$ cat config.mk
export PLATFORM = sky130hd
export DESIGN_NAME = vga_timing_pattern
export DESIGN_NICKNAME = d
export VERILOG_FILES = /design/src/rtl/vga_pkg.sv /design/src/rtl/vga_axis_counter.sv /design/src/rtl/vga_timing_pattern.sv
export SDC_FILE = /design/constraint.sdc
export NUM_CORES = 1
export LEC_CHECK = 0
export BUFFER_PORTS_ARGS = -buffer_cell sky130_fd_sc_hd__buf_2
export CORE_ASPECT_RATIO = 0.75
export CORE_UTILIZATION = 50
export DETAILED_ROUTE_END_ITERATION = 8
export MAX_ROUTING_LAYER = met4
export PLACE_DENSITY_LB_ADDON = 0.3
export SYNTH_ARGS = -nofsm -noshare
export SYNTH_HDL_FRONTEND = slang
export SYNTH_SLANG_ARGS = --single-unit
$ cat constraint.sdc
create_clock -name _i_clk -period 2.09 [get_ports _i_clk]
set_input_delay 0.209 -clock _i_clk [delete_from_list [all_inputs] [get_ports _i_clk]]
set_output_delay 0.209 -clock _i_clk [all_outputs]
set_load 0.02 [all_outputs]
$ cat src/rtl/vga_pkg.sv
// Shared VGA timing defaults, pixel colour type and pattern-mode encoding.
package vga_pkg;

  // 640x480 @ 60 Hz default timing, in pixels (horizontal) and lines (vertical)
  localparam int unsigned H_ACTIVE_DEF = 640;
  localparam int unsigned H_FP_DEF     = 16;
  localparam int unsigned H_SYNC_DEF   = 96;
  localparam int unsigned H_BP_DEF     = 48;
  localparam int unsigned V_ACTIVE_DEF = 480;
  localparam int unsigned V_FP_DEF     = 10;
  localparam int unsigned V_SYNC_DEF   = 2;
  localparam int unsigned V_BP_DEF     = 33;

  localparam int unsigned H_TOTAL_DEF = H_ACTIVE_DEF + H_FP_DEF + H_SYNC_DEF + H_BP_DEF;
  localparam int unsigned V_TOTAL_DEF = V_ACTIVE_DEF + V_FP_DEF + V_SYNC_DEF + V_BP_DEF;

  // Sync asserted level: 0 = active-low
  localparam bit HS_POL_DEF = 1'b0;
  localparam bit VS_POL_DEF = 1'b0;

  localparam int unsigned PIX_DIV_DEF = 1;

  typedef struct packed {
    logic r;
    logic g;
    logic b;
  } colour_t;

  typedef enum logic {
    MODE_BARS    = 1'b0,
    MODE_CHECKER = 1'b1
  } mode_t;

  // Bar index maps straight onto {r,g,b}: bar 0 black, bar 7 white
  function automatic colour_t bar_colour(input logic [2:0] idx);
    return colour_t'(idx);
  endfunction

endpackage

$ cat src/rtl/vga_axis_counter.sv
// One timing axis: position counter with wrap, sync-level decode and active decode.
module vga_axis_counter
  import vga_pkg::*;
#(
  parameter int unsigned ACTIVE = H_ACTIVE_DEF,
  parameter int unsigned FP     = H_FP_DEF,
  parameter int unsigned SYNC   = H_SYNC_DEF,
  parameter int unsigned BP     = H_BP_DEF,
  parameter bit          POL    = HS_POL_DEF
) (
  input  logic       clk,
  input  logic       rst,
  input  logic       en,
  output logic [9:0] count,
  output logic       wrap,
  output logic       sync,
  output logic       active
);

  localparam int unsigned TOTAL = ACTIVE + FP + SYNC + BP;
  localparam logic [9:0] LAST       = 10'(TOTAL - 1);
  localparam logic [9:0] ACT_END    = 10'(ACTIVE);
  localparam logic [9:0] SYNC_START = 10'(ACTIVE + FP);
  localparam logic [9:0] SYNC_END   = 10'(ACTIVE + FP + SYNC);

  // Advance on enable, returning to zero after the last position
  always_ff @(posedge clk) begin
    if (rst) begin
      count <= '0;
    end else if (en) begin
      count <= wrap ? '0 : count + 10'd1;
    end
  end

  // Wrap strobe, sync pin level and visible-region decode from the current count
  always_comb begin
    wrap   = en && (count == LAST);
    sync   = ((count >= SYNC_START) && (count < SYNC_END)) ? POL : ~POL;
    active = (count < ACT_END);
  end

endmodule

$ cat src/rtl/vga_timing_pattern.sv
// VGA timing generator with built-in colour-bar / checkerboard test pattern.
// All outputs are registered from the counter state, one clock behind it.
module vga_timing_pattern
  import vga_pkg::*;
#(
  parameter int unsigned H_ACTIVE = H_ACTIVE_DEF,
  parameter int unsigned H_FP     = H_FP_DEF,
  parameter int unsigned H_SYNC   = H_SYNC_DEF,
  parameter int unsigned H_BP     = H_BP_DEF,
  parameter int unsigned V_ACTIVE = V_ACTIVE_DEF,
  parameter int unsigned V_FP     = V_FP_DEF,
  parameter int unsigned V_SYNC   = V_SYNC_DEF,
  parameter int unsigned V_BP     = V_BP_DEF,
  parameter bit          HS_POL   = HS_POL_DEF,
  parameter bit          VS_POL   = VS_POL_DEF,
  parameter int unsigned PIX_DIV  = PIX_DIV_DEF
) (
  input  logic       _i_clk,
  input  logic       _i_rst,
  input  logic       mode,
  output logic       hsync,
  output logic       vsync,
  output logic       r,
  output logic       g,
  output logic       b,
  output logic       active,
  output logic [9:0] x,
  output logic [9:0] y,
  output logic       frame_start
);

  localparam int unsigned PRE_W = (PIX_DIV > 1) ? $clog2(PIX_DIV) : 1;
  localparam logic [PRE_W-1:0] PRE_LAST = PRE_W'(PIX_DIV - 1);
  // Remainder pixels of H_ACTIVE/8 fall into the last bar
  localparam int unsigned BAR_W = (H_ACTIVE >= 8) ? H_ACTIVE / 8 : 1;
  localparam logic [9:0] BAR_LAST = 10'(BAR_W - 1);

  logic [PRE_W-1:0] pre;
  logic             pix_en;
  logic [9:0]       hc;
  logic [9:0]       vc;
  logic             h_wrap;
  logic             h_sync;
  logic             h_act;
  logic             v_sync;
  logic             v_act;
  logic             v_wrap_unused;
  logic [2:0]       bar_idx;
  logic [9:0]       bar_cnt;
  mode_t            mode_q;
  colour_t          pat;

  assign pix_en = (pre == PRE_LAST);

  // Pixel prescaler: one pix_en every PIX_DIV clocks
  always_ff @(posedge _i_clk) begin
    if (_i_rst) begin
      pre <= '0;
    end else if (pix_en) begin
      pre <= '0;
    end else begin
      pre <= pre + PRE_W'(1);
    end
  end

  vga_axis_counter #(
    .ACTIVE (H_ACTIVE),
    .FP     (H_FP),
    .SYNC   (H_SYNC),
    .BP     (H_BP),
    .POL    (HS_POL)
  ) u_h (
    .clk    (_i_clk),
    .rst    (_i_rst),
    .en     (pix_en),
    .count  (hc),
    .wrap   (h_wrap),
    .sync   (h_sync),
    .active (h_act)
  );

  vga_axis_counter #(
    .ACTIVE (V_ACTIVE),
    .FP     (V_FP),
    .SYNC   (V_SYNC),
    .BP     (V_BP),
    .POL    (VS_POL)
  ) u_v (
    .clk    (_i_clk),
    .rst    (_i_rst),
    .en     (h_wrap),
    .count  (vc),
    .wrap   (v_wrap_unused),
    .sync   (v_sync),
    .active (v_act)
  );

  // Bar index tracks hc so it can be used directly without a divider
  always_ff @(posedge _i_clk) begin
    if (_i_rst) begin
      bar_idx <= '0;
      bar_cnt <= '0;
    end else if (pix_en) begin
      if (h_wrap) begin
        bar_idx <= '0;
        bar_cnt <= '0;
      end else if ((bar_cnt == BAR_LAST) && (bar_idx != 3'd7)) begin
        bar_idx <= bar_idx + 3'd1;
        bar_cnt <= '0;
      end else begin
        bar_cnt <= bar_cnt + 10'd1;
      end
    end
  end

  // Pattern select only changes at the frame origin so a frame never tears
  always_ff @(posedge _i_clk) begin
    if (_i_rst) begin
      mode_q <= MODE_BARS;
    end else if (pix_en && (hc == '0) && (vc == '0)) begin
      mode_q <= mode_t'(mode);
    end
  end

  // Pattern colour for the current pixel, black outside the visible region
  always_comb begin
    pat = '0;
    if (h_act && v_act) begin
      if (mode_q == MODE_CHECKER) begin
        pat = colour_t'({3{hc[5] ^ vc[5]}});
      end else begin
        pat = bar_colour(bar_idx);
      end
    end
  end

  // Output registers; frame_start keys on the first clock of pixel (0,0)
  always_ff @(posedge _i_clk) begin
    if (_i_rst) begin
      hsync       <= ~HS_POL;
      vsync       <= ~VS_POL;
      r           <= 1'b0;
      g           <= 1'b0;
      b           <= 1'b0;
      active      <= 1'b0;
      x           <= '0;
      y           <= '0;
      frame_start <= 1'b0;
    end else begin
      hsync       <= h_sync;
      vsync       <= v_sync;
      r           <= pat.r;
      g           <= pat.g;
      b           <= pat.b;
      active      <= h_act && v_act;
      x           <= hc;
      y           <= vc;
      frame_start <= (pre == '0) && (hc == '0) && (vc == '0);
    end
  end

endmodule

==> impl_metrics.toml, run 1 <==
[cells_and_area]
fin_area_um2 = 2900
final_nets = 307
area_growth_pct = 18.0
multi_input_area_um2 = 1130
diodes = 0
regArea_um2 = 1240
fin_cells = 357
drive_gt1_frac = 0.193
fill_cells = 407

[route]
vias_per_cell = 5.29
drt-initial-drc-count = 222
first_pass_iters = 4
drc = 0
ant_nets = 0
wire_per_inst_um = 13.9
wl_mm = 4.95
vias = 1889

[timing]
slew_viol_final = 0
fin_crit_sh = 0.936
rsz0062_at_grt = "false"
finalHoldViolations = 0
finClkSkew_ns = 0.00384
setup_violations = 0
final.setup.tns_ns = 0
fmax_mhz = 511
fin_crit_ns = 1.96

[job]
drv_cap = 0

[floorplanning]
design.die.area_um2 = 5200
num_rows = 21
fp.dieW_um = 83.0
coreArea_um2 = 4600
io_pins = 30
die_h_um = 62.7
start_util = 0.535

[power]
clkPwrFrac = 0.460
ir_worst_vdd_v = 0.000636
finalPower_uw = 2390
p_comb_frac = 0.034
p_seq_frac = 0.506
cellPowerDensity_nw_per_um2 = 824
internal_power_uw = 1890
swShare = 0.210
leakage_uw = 0.00122
switchingPower_uw = 502

[setup_path]
arrival_ns = 2.23
crit_path_end = "u_v.count[8]"
crit_type = "register to register"
startpoint = "u_h.count[0]"
critPathMaxFanout = 9
timing.rr.start = "u_h.count[0]"
r2r_cells = 5
r2r_end = "u_v.count[8]"
end_kind = "register"
critPathLaunchType = "register"
rrSetupSlack_ns = 0.13
worst_ep_required_time_ns = 2.37

[placement]
io_buffers = 29
dp_cells = 342
placed_area_um2 = 2700
hpwlAfterDp_mm = 3.33
gp_congestion = 0.810

[clock_tree]
cts_max_level = 3
clock_latency_ns = 0.35
cts_tree = "done"
cts_sinks = 62
clk_pin_slew_ns = 0.06
root_buffer = "clkbuf_8"
cts_made_buffers = 9
hold_buffers = 0
cts.path.max_buffers = 2

[yosys]
ys_warn_count = 0
synthCells = 257
postSynth.asyncResetShare = 0
netlist_area_um2 = 2460
ys_seq_area_frac = 0.505
synth.avg_cell_area_um2 = 9.57
synth_edf_count = 0
synth_top_flop_cell = "dfxtp_1"
synth_nets = 268
ys_seq_elements = 62
ys_types = 37

[global_route]
grt_max_degree = 28
grt_first_pass_wirelength_mm = 8.27
grtUsageTotal = 0.217
grt_pass1_vias = 1694
antenna_found_initial = 0
overflow = 0

[run_status]
outcome = "finished, final reports clean"

[min_path]
holdCritPathClass = "primary input to register"
==> layer usage <==
layer / global-route usage / vias up / part of all wire
met1: 0.289 / 858 / 0.50
li1: - / 962 / -
met2: 0.282 / 60 / 0.41
met4: 0.0905 / 0 / 0.016
met5: - / - / 0
met3: 0.0951 / 9 / 0.068
==> layout by cell type, fill, tap and decap left out, types with 2 or more instances in the layout <==
| cell type | Yosys | final |
|---|---|---|
| dfxtp_1 | 62 | 61 |
| nor2b_1 | 17 | 17 |
| nand3_1 | 9 | 9 |
| bufinv_16 | 0 | 2 |
| and4b_1 | 4 | 4 |
| a21oi_1 | 8 | 8 |
| and3_1 | 2 | 2 |
| nor2_1 | 36 | 36 |
| buf_4 | 0 | 11 |
| ha_1 | 8 | 8 |
| clkbuf_8 | 0 | 9 |
| inv_1 | 7 | 7 |
| nand4b_1 | 4 | 4 |
| nand2b_1 | 2 | 2 |
| nor3_1 | 4 | 4 |
| o21ai_0 | 4 | 4 |
| o31ai_1 | 4 | 4 |
| xnor2_1 | 11 | 11 |
| mux2i_1 | 4 | 4 |
| nor4_1 | 4 | 4 |
| o21a_1 | 3 | 3 |
| nand2_1 | 14 | 14 |
| clkinv_2 | 0 | 3 |
| nand4_1 | 7 | 7 |
| or4_1 | 6 | 6 |
| buf_2 | 1 | 29 |
| xor2_1 | 11 | 11 |
| and4_1 | 2 | 2 |
| or3_1 | 3 | 3 |
==> sequential cells by signal, summed over array words and instances (netlist names), 3 cells and up <==
name	flops
bar_idx	3
y	10
u_h.count	10
x	10
bar_cnt	10
u_v.count	10
==> final cells by class <==
| cell class | instances | share of cell area |
|---|---|---|
| Sequential cell | 62 | 0.428 |
| Multi-Input combinational cell | 176 | 0.390 |
| Timing Repair Buffer | 40 | 0.0785 |
| Clock buffer | 10 | 0.0440 |
| Clock inverter | 5 | 0.0259 |
| Tap cell | 57 | 0.0246 |
| Inverter | 7 | 0.00906 |
==> worst max-delay path, cell delays in order, from the launching register on <==
cell and delay, ns:
dfxtp_2 0.36, ha_1 0.18, nand4b_1 0.16, or4_4 0.51, or4_1 0.51, a21oi_1 0.16
==> synth_stat cells (all sizes together) (3+ instances only) <==
cell type  instances  area (um2)
a21oi              8        40.0
and4b              4        40.0
buf                5        35.0
clkbuf             7        26.3
dfxtp             62        1240
ha                 8         100
inv                7        26.3
mux2i              4        40.0
nand2             14        52.6
nand3              9        45.0
nand4              7        43.8
nand4b             4        35.0
nor2              36         135
nor2b             17         106
nor3               4        20.0
nor4               4        25.0
o21a               3        22.5
o21ai              4        20.0
o31ai              5        42.5
or3                3        18.8
or4                7        56.3
xnor2             11        96.3
xor2              11        96.3
==> power by group through the flow <==
| stage | clock network, uW | logic, uW | registers (uW) |
|---|---|---|---|
| floorplan | 0 | 44.9 | 1240 |
| finish | 1100 | 80.9 | 1210 |
| CTS | 1120 | 81.4 | 1210 |
| global route | 1190 | 89.9 | 1210 |
| global placement | 0 | 78.7 | 1230 |
| detailed placement | 0 | 80.4 | 1240 |
==> cells by family (layout without fill, tap and decap cells) <==
logic type	after synthesis	in the layout	synth area share
other cells	1	1	0.00153
flops	62	62	0.505
fa+ha+maj	8	8	0.0407
simple gates	118	118	0.262
compound gates	23	23	0.0611
buf+inv	19	62	0.0356
mux	4	4	0.0163
xor+xnor	22	22	0.0784
==> stage by stage <==
stage / setup slack (ns) / util / hold WS, ns
after floorplan: 0.0811 / - / 0.348
final: 0.134 / 0.631 / 0.120
after global placement: 0.0821 / 0.586 / 0.471
after global routing: 0.0571 / 0.631 / 0.134
after detailed placement: 0.0152 / 0.586 / 0.472
after CTS: 0.0925 / 0.630 / 0.108
==> how the worst min path moves through the flow <==
stage	start	endpoint	cells past startpoint
6_report	mode	mode_q	3
5_1_grt	mode	mode_q	3
4_1_cts	mode	mode_q	3
3_5_place_dp	mode	mode_q	3
3_3_place_gp	mode	mode_q	3
2_1_floorplan	mode	mode_q	2
==> what timing repair did <==
action | CTS | global route
gates cloned | 0 | 0
setup endpoints to repair | 2 | 2
endpoints found under the hold margin | 0 | 0
setup buffers | 0 | 0
pin swaps | 1 | 0
gates resized for setup | 0 | 1
No activity file was read; power rests on OpenSTA's default activity.
==> inputs of run 2 (changes only) <==
--- a/config.mk
+++ b/config.mk
@@ -11,6 +11,7 @@
 export DETAILED_ROUTE_END_ITERATION = 8
 export MAX_ROUTING_LAYER = met4
 export PLACE_DENSITY_LB_ADDON = 0.3
+export RECOVER_POWER = 100
 export SYNTH_ARGS = -nofsm -noshare
 export SYNTH_HDL_FRONTEND = slang
 export SYNTH_SLANG_ARGS = --single-unit
==> impl_metrics.toml, run 2 (synthesis results as in run 1) <==
[run_status]
outcome = "finished, final reports clean"

[clock_tree]
cts_tree = "done"
cts.path.max_buffers = 2
clock_latency_ns = 0.35
cts_made_buffers = 9
cts_sinks = 62
cts_max_level = 3
clk_pin_slew_ns = 0.06
root_buffer = "clkbuf_8"
hold_buffers = 0

[route]
first_pass_iters = 4
vias_per_cell = 5.27
ant_nets = 0
vias = 1883
wire_per_inst_um = 13.9
drt-initial-drc-count = 218
drc = 0
wl_mm = 4.95

[setup_path]
r2r_cells = 5
timing.rr.start = "u_h.count[0]"
arrival_ns = 2.23
critPathLaunchType = "register"
cp_top_family = "simple AND/OR/NAND/NOR gates"
critPathMaxFanout = 9
crit_type = "register to register"
worst_ep_required_time_ns = 2.37
cp_num_buf_inv = 0
crit_path_end = "u_v.count[8]"
end_kind = "register"
crit_path_cell_trace = "ha_1 > nand4b_1 > or4_4 > or4_1 > a21oi_1"
crit_path_max_incr_delay_ns = 0.51
worstSetupPathDepth = 5
startpoint = "u_h.count[0]"
r2r_end = "u_v.count[8]"
crit_slowest_cell = "or4_4"
rrSetupSlack_ns = 0.14

[cells_and_area]
diodes = 0
area_growth_pct = 15.6
fin_area_um2 = 2840
drive_gt1_frac = 0.0867
fin_cells = 357
postLayoutCoreUtil = 0.618
layout_common_cells = "61 x dfxtp_1, 36 x nor2_1, 32 x clkbuf_1, 17 x nor2b_1, 14 x nand2_1"
final_common_cell = "dfxtp_1"
final_nets = 307

[floorplanning]
start_util = 0.535
io_pins = 30
num_rows = 21
die_h_um = 62.7
design.die.area_um2 = 5200
coreArea_um2 = 4600
fp.dieW_um = 83.0

[global_route]
grtUsageMet1 = 0.289
overflow = 0
grtUsageTotal = 0.217
grt_max_degree = 28
grt_first_pass_wirelength_mm = 8.27
met2_usage = 0.282
top_usage_layer = "met1"
antenna_found_initial = 0
grt_pass1_vias = 1694
grt_use_met3 = 0.0951

[job]
drv_cap = 0

[timing]
hold_slack_ns = 0.119
finalHoldViolations = 0
final.setup.tns_ns = 0
rsz0062_at_grt = "false"
finClkSkew_ns = 0.00479
slew_viol_final = 0
fin_crit_sh = 0.934
tightest_slew_ns = 0.493
fin_crit_ns = 1.95
slew_headroom = 0.669
setup_violations = 0
fmax_mhz = 513

[placement]
gp_congestion = 0.810
placed_area_um2 = 2700
io_buffers = 29
hpwlAfterDp_mm = 3.33
dp_cells = 342

[power]
cellPowerDensity_nw_per_um2 = 840
leakage_uw = 0.00109
ir_worst_vdd_v = 0.000636

[min_path]
holdCritPathClass = "primary input to register"
-- run 2: cell count changes in the layout (fill, tap and decap cells not counted) --
| cell | change |
|---|---|
| o31ai_1 | +1 |
| o31ai_2 | -1 |
| clkbuf_4 | +1 |
| buf_4 | -7 |
| buf_2 | -27 |
| clkbuf_2 | +2 |
| clkbuf_1 | +31 |
-- run 2: repair_timing --
item                       in CTS  in global routing
setup buffers                   0                  0
pin swaps                       1                  0
setup endpoints to repair       2                  2
resized for setup               0                  1
-- run 2: worst min-delay path by stage --
stage | from | endpoint | slack [ns] | cells past startpoint
6_report | mode | mode_q | 0.12 | 3
5_1_grt | mode | mode_q | 0.13 | 3
4_1_cts | mode | mode_q | 0.11 | 3
3_5_place_dp | mode | mode_q | 0.47 | 3
3_3_place_gp | mode | mode_q | 0.47 | 3
2_1_floorplan | mode | mode_q | 0.35 | 2
-- run 2: cell type report --
type | instances | area (um2)
Fill cell | 425 | 1760
Clock inverter | 5 | 75.1
Timing Repair Buffer | 40 | 174
Inverter | 7 | 26.3
Sequential cell | 62 | 1240
Clock buffer | 10 | 128
Multi-Input combinational cell | 176 | 1120
Tap cell | 57 | 71.3
-- run 2: metal layers --
metal	vias up	part of all wire
met5	-	0
met4	0	0.012
met3	7	0.071
met2	56	0.41
met1	859	0.51
li1	961	-
-- run 2: stage by stage --
step                total power (uW)  setup WS, ns
floorplan                       1290        0.0811
global placement                1310        0.0821
detailed placement              1320        0.0152
CTS                             2410        0.0925
global route                    2480        0.0318
finish                          2390         0.139
-- run 2: where the power goes --
part           internal, uW  leakage [uW]  total (uW)  switching [uW]
combinational          26.9      0.000486        77.3            50.4
clock                   658      0.000106        1100             441
sequential             1200      0.000502        1210            10.7
-- run 2: worst min-delay path, cell delays in order --
cell and delay, ns:
buf_2 0.09, nand2_1 0.05, mux2i_1 0.06
==> inputs of run 3 (changes only) <==
==> constraint.sdc (replaced) <==
create_clock -name _i_clk -period 2.25 [get_ports _i_clk]
set_input_delay 0.225 -clock _i_clk [delete_from_list [all_inputs] [get_ports _i_clk]]
set_output_delay 0.225 -clock _i_clk [all_outputs]
set_load 0.02 [all_outputs]
==> impl_metrics.toml, run 3 (synthesis results as in run 1) <==
[floorplanning]
start_util = 0.535
fp.dieW_um = 83.0
die_h_um = 62.7
io_pins = 30
coreArea_um2 = 4600
design.die.area_um2 = 5200
num_rows = 21

[route]
ant_nets = 0
drt-initial-drc-count = 150
vias = 1866
first_pass_iters = 4
wire_per_inst_um = 13.7
wl_mm = 4.81
drc = 0
vias_per_cell = 5.30

[min_path]
min_from = "mode"
holdCritPathClass = "primary input to register"

[setup_path]
timing.rr.start = "u_h.count[0]"
crit_type = "register to register"
startpoint = "u_h.count[0]"
end_kind = "register"
worst_ep_required_time_ns = 2.52
arrival_ns = 2.37
critPathLaunchType = "register"
critPathMaxFanout = 9

[placement]
gp_congestion = 0.791
io_buffers = 29
hpwlAfterDp_mm = 3.19
placed_area_um2 = 2650

[global_route]
overflow = 0
antenna_found_initial = 0
grtUsageTotal = 0.214
grt_first_pass_wirelength_mm = 8.24
grt_max_degree = 29
grt_pass1_vias = 1730

[cells_and_area]
drive_gt1_frac = 0.0678
area_growth_pct = 13.8
final_nets = 301
layout_common_cells = "62 x dfxtp_1, 36 x nor2_1, 31 x clkbuf_1, 17 x nor2b_1, 14 x nand2_1"
final_common_cell = "dfxtp_1"
diodes = 0
fin_area_um2 = 2800

[timing]
final.setup.tns_ns = 0
finalHoldViolations = 0
fin_crit_sh = 0.935
rsz0062_at_grt = "false"
setup_violations = 0
fin_crit_ns = 2.10
finClkSkew_ns = 0.00723
slew_viol_final = 0
fmax_mhz = 475

[run_status]
outcome = "finished, final reports clean"

[clock_tree]
cts_max_level = 3
cts_repair_resize_count = 0
post-cts-setup-buffer-count = 0
clock_latency_ns = 0.35
clk_pin_slew_ns = 0.06
cts_sinks = 62
cts_made_buffers = 9
cts_tree = "done"
hold_buffers = 0
cts.path.max_buffers = 2
root_buffer = "clkbuf_8"

[power]
ir_worst_vdd_v = 0.000520
cellPowerDensity_nw_per_um2 = 775
leakage_uw = 0.00107

[job]
drv_cap = 0
run 3: path summary, 6_finish.rpt:
check / depth (start not counted) / to / slack, ns
max: 5 / u_v.count[8] / 0.15
min: 3 / mode_q / 0.14
max reg2reg: 5 / u_v.count[8] / 0.15
min reg2reg: 1 / g / 0.50
run 3: critical path, stage by stage (launching register included):
cell and delay (ns):
dfxtp_1 0.38, ha_1 0.20, nand4b_1 0.16, or4_4 0.61
or4_1 0.52, a21oi_1 0.16
run 3: per-layer routing:
| layer | vias to the layer above | global-route usage | wire length, um |
|---|---|---|---|
| met5 | - | - | 0 |
| met4 | 0 | 0.103 | 95 |
| met3 | 13 | 0.0951 | 385 |
| met2 | 71 | 0.283 | 1940 |
| met1 | 832 | 0.276 | 2390 |
| li1 | 950 | - | - |
run 3: cell type report:
| type | count | area, um2 |
|---|---|---|
| Multi-Input combinational cell | 176 | 1120 |
| Timing Repair Buffer | 34 | 138 |
| Clock inverter | 4 | 45.0 |
| Tap cell | 57 | 71.3 |
| Fill cell | 407 | 1800 |
| Sequential cell | 62 | 1240 |
| Clock buffer | 12 | 155 |
| Inverter | 7 | 26.3 |
run 3: report_power, final:
group          switching [uW]  internal, uW
combinational            45.0          24.0
clock                     411           566
sequential               10.0          1110
run 3: through the flow:
| stage | worst slack (ns) | std cells | total power, uW | hold slack (ns) | utilization |
|---|---|---|---|---|---|
| 2_1_floorplan | 0.241 | 257 | 1200 | 0.364 | - |
| 5_1_grt | 0.0393 | 352 | 2260 | 0.140 | 0.609 |
| 3_5_place_dp | 0.170 | 336 | 1220 | 0.484 | 0.577 |
| 3_3_place_gp | 0.237 | 336 | 1220 | 0.479 | 0.577 |
| 4_1_cts | 0.138 | 352 | 2200 | 0.120 | 0.620 |
| 6_report | 0.145 | 352 | 2170 | 0.135 | 0.609 |
